### src/rtl/uart_string_rx.sv
// UART receiver (8N1) that assembles received bytes into strings of up to 128 bytes.
// A string ends on LF, on reaching 128 bytes, or after IDLE_BITS bit periods of line idle.
module uart_string_rx #(
  parameter int unsigned CLK_FREQ  = 50_000_000,
  parameter int unsigned BAUD_RATE = 115_200,
  parameter int unsigned IDLE_BITS = 20
) (
  input  logic          sys_clk,
  input  logic          sys_rst,
  input  logic          uart_rx_port,
  output logic [1023:0] rx_string,
  output logic [7:0]    rx_length,
  output logic          rx_busy,
  output logic          rx_done,
  output logic          rx_err
);

  localparam int unsigned BAUD_DIV   = CLK_FREQ / BAUD_RATE;
  localparam int unsigned HALF_DIV   = BAUD_DIV / 2;
  localparam int unsigned IDLE_LIMIT = IDLE_BITS * BAUD_DIV;
  localparam int unsigned CNT_W      = $clog2(BAUD_DIV + 1);
  localparam int unsigned IDLE_W     = $clog2(IDLE_LIMIT + 1);

  localparam logic [CNT_W-1:0]  HALF_LAST = CNT_W'(HALF_DIV - 1);
  localparam logic [CNT_W-1:0]  BIT_LAST  = CNT_W'(BAUD_DIV - 1);
  localparam logic [IDLE_W-1:0] IDLE_LAST = IDLE_W'(IDLE_LIMIT - 1);

  typedef enum logic [2:0] {
    S_IDLE,
    S_START,
    S_DATA,
    S_STOP,
    S_WAIT_HIGH
  } state_t;

  state_t              state;
  logic                sync1;
  logic                rx_s;
  logic                rx_prev;
  logic [CNT_W-1:0]    cnt;
  logic [2:0]          bit_idx;
  logic [7:0]          shift_reg;
  logic                byte_vld;
  logic [7:0]          byte_data;
  logic                start_ok;

  logic [1023:0]       work_buf;
  logic [7:0]          count;
  logic                full;
  logic [IDLE_W-1:0]   idle_cnt;
  logic                fall_edge;
  logic                idle_run;
  logic                terminate;

  always_ff @(posedge sys_clk) begin
    if (sys_rst) begin
      sync1   <= 1'b1;
      rx_s    <= 1'b1;
      rx_prev <= 1'b1;
    end else begin
      sync1   <= uart_rx_port;
      rx_s    <= sync1;
      rx_prev <= rx_s;
    end
  end

  assign fall_edge = rx_prev & ~rx_s;

  always_ff @(posedge sys_clk) begin
    if (sys_rst) begin
      state     <= S_IDLE;
      cnt       <= '0;
      bit_idx   <= '0;
      shift_reg <= '0;
      byte_vld  <= 1'b0;
      byte_data <= '0;
      start_ok  <= 1'b0;
      rx_err    <= 1'b0;
    end else begin
      byte_vld <= 1'b0;
      start_ok <= 1'b0;
      rx_err   <= 1'b0;
      case (state)
        S_IDLE: begin
          cnt <= '0;
          if (fall_edge) state <= S_START;
        end
        S_START: begin
          if (cnt == HALF_LAST) begin
            cnt <= '0;
            if (!rx_s) begin
              state    <= S_DATA;
              bit_idx  <= '0;
              start_ok <= 1'b1;
            end else begin
              state <= S_IDLE;
            end
          end else begin
            cnt <= cnt + 1'b1;
          end
        end
        S_DATA: begin
          if (cnt == BIT_LAST) begin
            cnt       <= '0;
            shift_reg <= {rx_s, shift_reg[7:1]};
            if (bit_idx == 3'd7) state <= S_STOP;
            else bit_idx <= bit_idx + 1'b1;
          end else begin
            cnt <= cnt + 1'b1;
          end
        end
        S_STOP: begin
          if (cnt == BIT_LAST) begin
            cnt <= '0;
            if (rx_s) begin
              byte_vld  <= 1'b1;
              byte_data <= shift_reg;
              state     <= S_IDLE;
            end else begin
              rx_err <= 1'b1;
              state  <= S_WAIT_HIGH;
            end
          end else begin
            cnt <= cnt + 1'b1;
          end
        end
        S_WAIT_HIGH: begin
          if (rx_s) state <= S_IDLE;
        end
        default: state <= S_IDLE;
      endcase
    end
  end

  // Idle timer only runs between bytes of a non-empty string
  assign idle_run  = (state == S_IDLE) && (count != 8'd0) && !fall_edge;
  assign terminate = full || (byte_vld && byte_data == 8'h0A) ||
                     (idle_run && idle_cnt == IDLE_LAST);

  always_ff @(posedge sys_clk) begin
    if (sys_rst) begin
      work_buf  <= '0;
      count     <= '0;
      full      <= 1'b0;
      idle_cnt  <= '0;
      rx_string <= '0;
      rx_length <= '0;
      rx_done   <= 1'b0;
      rx_busy   <= 1'b0;
    end else begin
      rx_done <= 1'b0;
      if (idle_run) idle_cnt <= idle_cnt + 1'b1;
      else idle_cnt <= '0;
      if (start_ok) rx_busy <= 1'b1;

      if (terminate) begin
        rx_string <= work_buf;
        rx_length <= count;
        rx_done   <= 1'b1;
        rx_busy   <= 1'b0;
        work_buf  <= '0;
        count     <= '0;
        full      <= 1'b0;
        idle_cnt  <= '0;
      end else if (byte_vld && byte_data != 8'h0D) begin
        work_buf[{count[6:0], 3'b000} +: 8] <= byte_data;
        count <= count + 8'd1;
        full  <= (count == 8'd127);
      end else if (state == S_IDLE && !byte_vld && count == 8'd0) begin
        // Nothing held after an error or a dropped CR: drop busy back to idle
        rx_busy <= 1'b0;
      end
    end
  end

endmodule
### config.mk
export PLATFORM = sky130hd
export DESIGN_NAME = uart_string_rx
export DESIGN_NICKNAME = d
export VERILOG_FILES = /design/src/rtl/uart_string_rx.sv
export SDC_FILE = /design/constraint.sdc
export NUM_CORES = 2
export LEC_CHECK = 0
export BUFFER_PORTS_ARGS = -buffer_cell sky130_fd_sc_hd__buf_4
export CAP_MARGIN = 20
export CORE_ASPECT_RATIO = 0.6
export CORE_MARGIN = 8
export CORE_UTILIZATION = 45
export CTS_CLUSTER_SIZE = 40
export DETAILED_ROUTE_END_ITERATION = 16
export PLACE_DENSITY = 0.76
export SLEW_MARGIN = 20
export SYNTH_ARGS = -nofsm -noshare
export SYNTH_HDL_FRONTEND = slang
export SYNTH_SLANG_ARGS = --single-unit
### constraint.sdc
create_clock -name sys_clk -period 5 [get_ports sys_clk]
set_input_delay 0.75 -clock sys_clk [delete_from_list [all_inputs] [get_ports sys_clk]]
set_output_delay 0.75 -clock sys_clk [all_outputs]
set_load 0.01 [all_outputs]
==> results.yml <==
placed_design:
  placement.io_buffers: 1037
  gp_congestion: 0.901
  place_hpwl_mm: 193
critical_path:
  worst-path-max-fanout: 23
  timing.critical_path.to_type: "register"
  timing_startpoint_of_the_critical_path: "count[0]$_SDFFE_PP0P_"
  regToRegStartpoint: "count[0]$_SDFFE_PP0P_"
  cp_data_arrival_time_ns: 5.38
  reg2regPathDepth: 7
  regToRegEndpoint: "work_buf[964]$_SDFFE_PP0P_"
  worst_ep_required_time_ns: 5.71
  cp-endpoint: "work_buf[964]$_SDFFE_PP0P_"
  worst-setup-path-type: "reg2reg"
  worstSetupStartpointType: "register"
  slack_of_the_worst_reg_to_reg_path_ns: 0.33
detailed_routing:
  ant_nets: 0
  dr_total_vias: 57800
  drc_viols: 0
  vias_per_cell: 5.97
  drt_pre_antenna_iters: 6
  drt-wirelength-per-cell_microns: 28.7
  wirelength_mm: 277
  drt_iter0_markers: 6405
sta:
  finalCritPeriodShare: 0.935
  timing.final.setup_violations: 0
  hold_violations: 0
  final_period_minus_worst_setup_slack_ns: 4.67
  fmax_mhz: 214
  worst_slew_margin_rel: 0.212
  clock-skew-final_ns: 0.0576
  worstMarginPinSlew_ns: 1.18
  unrepaired_setup_endpoints_after_global_routing: "no"
  totalNegativeSetupSlack_ns: 0
  final_max_slew_viol_count: 0
die:
  floorplan.io_pins: 1038
  chipHeight_microns: 328
  die_area_sq_mm: 0.176
  dieWidth_microns: 536
  start_util: 0.453
  placeableCoreArea_sq_mm: 0.161
  floorplan.rows: 114
pwr:
  power_density_mw_per_mm2: 359
  power.static_leakage_nw: 37.0
  total_power_mw: 32.0
  worst_ir_drop_vdd_mv: 0.273
clock_tree:
  ctsRootBufferMaster: "clkbuf_16"
  postCtsHoldBufs: 0
  cts_h_tree_depth: 4
  tritoncts_clock_tree: "done"
  cts_repair_resize_count: 0
  ctsLongestPathBuffers: 4
  clk_latency_ns: 0.86
  post_cts.repair.setup_buffers: 0
  clock_sinks: 2118
  numCtsBuffers: 189
  worst_setup_hold_path_clk_slew_ns: 0.07
synth:
  ys_ff_latch: 2118
  synth-simple-area-share: 0.0945
  asyncSetResetFlopFracSynth: 0
  synth-xor-area-share: 0.00252
  count_of_flip_flops_with_a_built_in_enable_after_synthesis: 0
  post_synth_mux_area_share: 0.124
  yosysWarnings: 0
  post_synth_instance_area_sq_mm: 0.0729
  synthDistinctLibCells: 70
  synth_compound_gate_area_share: 0.162
  syn_area_per_cell_sq_um: 11.2
  syn_inst_count: 6531
  synth.net_count: 6545
  largest_family_of_logic_cells_by_synthesized_area: "compound AO/OA/AOI/OAI gates"
  adder_and_majority_cell_fraction_of_the_synthesized_area: 0.00189
  yosysSeqAreaShare: 0.582
  synth_flop_cell: "dfxtp_1"
hold_path:
  hp-class: "in2reg"
layout:
  synthToLayoutAreaGrowth_pct: 22.5
  drive_above_1_share: 0.219
  fill_cell_instance_count_of_the_final_layout: 13200
  final_net_count: 7403
  largestRegisters: "rx_string (1024), work_buf (1024), idle_cnt (14)"
global_route:
  overflow: 0
  pin_count_of_the_biggest_net_entering_global_routing: 201
  grt_first_pass_wirelength_mm: 390
  antenna_found_initial: 11
  via_count_of_the_first_global_routing_pass: 54700
  track_usage: 0.296
run:
  max_cap_violations: 0
status:
  status: "finished, final reports clean"
cell usage after synthesis, types with 12 or more instances:
master | count | area (sq um)
a22o_1 | 1032 | 9040
buf_1 | 34 | 128
buf_2 | 197 | 986
clkbuf_1 | 332 | 1250
dfxtp_1 | 2118 | 42400
inv_1 | 17 | 63.8
mux2i_1 | 903 | 9040
nand2_1 | 922 | 3460
nand2b_1 | 19 | 119
nand3_1 | 196 | 981
nand4_1 | 67 | 419
nor2_1 | 105 | 394
nor3_1 | 14 | 70.1
nor3_2 | 41 | 410
o211ai_1 | 164 | 1230
o21ai_0 | 27 | 135
o31ai_1 | 123 | 923
or3_1 | 46 | 288
xnor2_1 | 12 | 105
cell families (layout without fill, tap and decap cells):
group                    after synthesis  count (layout)
flip-flops                          2118            2118
XOR/XNOR                              21              21
buffers and inverters                582            1574
AO/OA/AOI/OAI                       1402            1402
adder cells (fa/ha/maj)               11              11
other                                  0               9
AND/OR/NAND/NOR                     1494            1494
multiplexers                         903             903
routing by layer:
layer  vias to the layer above  track usage  wire length (microns)
met5                         -            0                     27
met4                         4        0.111                  11700
met3                       543       0.0880                  30600
met2                      3082        0.452                 121000
met1                     28700        0.396                 114000
li1                      25500            -                      -
power breakdown:
group / internal [mW] / switching [mW] / total (mW) / leakage, nW
clock network: 8.27 / 6.55 / 14.8 / 3.03
registers: 16.9 / 0.00231 / 16.9 / 17.1
logic: 0.0515 / 0.313 / 0.364 / 16.9
area by class of cell:
type	count	area, sq um	share of cell area
Antenna cell	9	22.5	0.000252
Tap cell	2146	2690	0.0301
Sequential cell	2118	42400	0.475
Clock inverter	72	925	0.0104
Timing Repair Buffer	1232	9610	0.108
Multi-Input combinational cell	3831	28300	0.317
Inverter	17	63.8	0.000715
Clock buffer	253	5270	0.0590
stage by stage:
stage | hold slack (ns) | utilization | cells | cell area, sq um | worst slack [ns]
finish | 0.138 | 0.555 | 9678 | 89300 | 0.327
global route | 0.0959 | 0.555 | 9670 | 89300 | 0.231
CTS | 0.0774 | 0.555 | 9667 | 89200 | 0.365
detailed placement | 0.410 | 0.516 | 9342 | 83000 | 0.405
global placement | 0.417 | 0.516 | 9342 | 83000 | 0.601
floorplan | 0.389 | - | 6531 | 72900 | 1.54
worst max-delay path: stages, from the launching register on:
cell and delay, ns:
dfxtp_1 0.56, inv_1 0.22, ha_1 0.49, nand2b_1 0.52
or2_1 0.50, a21oi_2 0.91, nand4_1 0.94, mux2i_1 0.40
cell usage in the layout (no fill, tap or decap), drive strengths merged, types with 3 or more instances in the layout:
master	count
dfxtp	2118
buf	1232
a22o	1032
nand2	929
mux2i	903
clkbuf	253
nand3	200
o211ai	164
o31ai	124
nor2	107
nand4	67
nor3	66
or3	46
clkinv	42
o21ai	32
inv	20
nand2b	19
bufinv	16
xnor2	12
and3	11
ha	11
clkinvlp	11
a21oi	11
diode	9
or4	9
xor2	9
nor4	9
o21a	7
or2	7
o311ai	5
a31oi	5
nor4bb	4
nor2b	4
nor3b	4
or4b	3
a211oi	3
worst min path at each step:
stage / start / slack, ns / depth (start not counted) / endpoint
finish: uart_rx_port / 0.14 / 2 / sync1$_SDFF_PP1_
CTS: uart_rx_port / 0.08 / 2 / sync1$_SDFF_PP1_
detailed placement: sync1$_SDFF_PP1_ / 0.41 / 1 / rx_s$_SDFF_PP1_
floorplan: sync1$_SDFF_PP1_ / 0.39 / 1 / rx_s$_SDFF_PP1_
global placement: sync1$_SDFF_PP1_ / 0.42 / 1 / rx_s$_SDFF_PP1_
global route: uart_rx_port / 0.1 / 2 / sync1$_SDFF_PP1_
No activity file was read; power rests on OpenSTA's default activity.
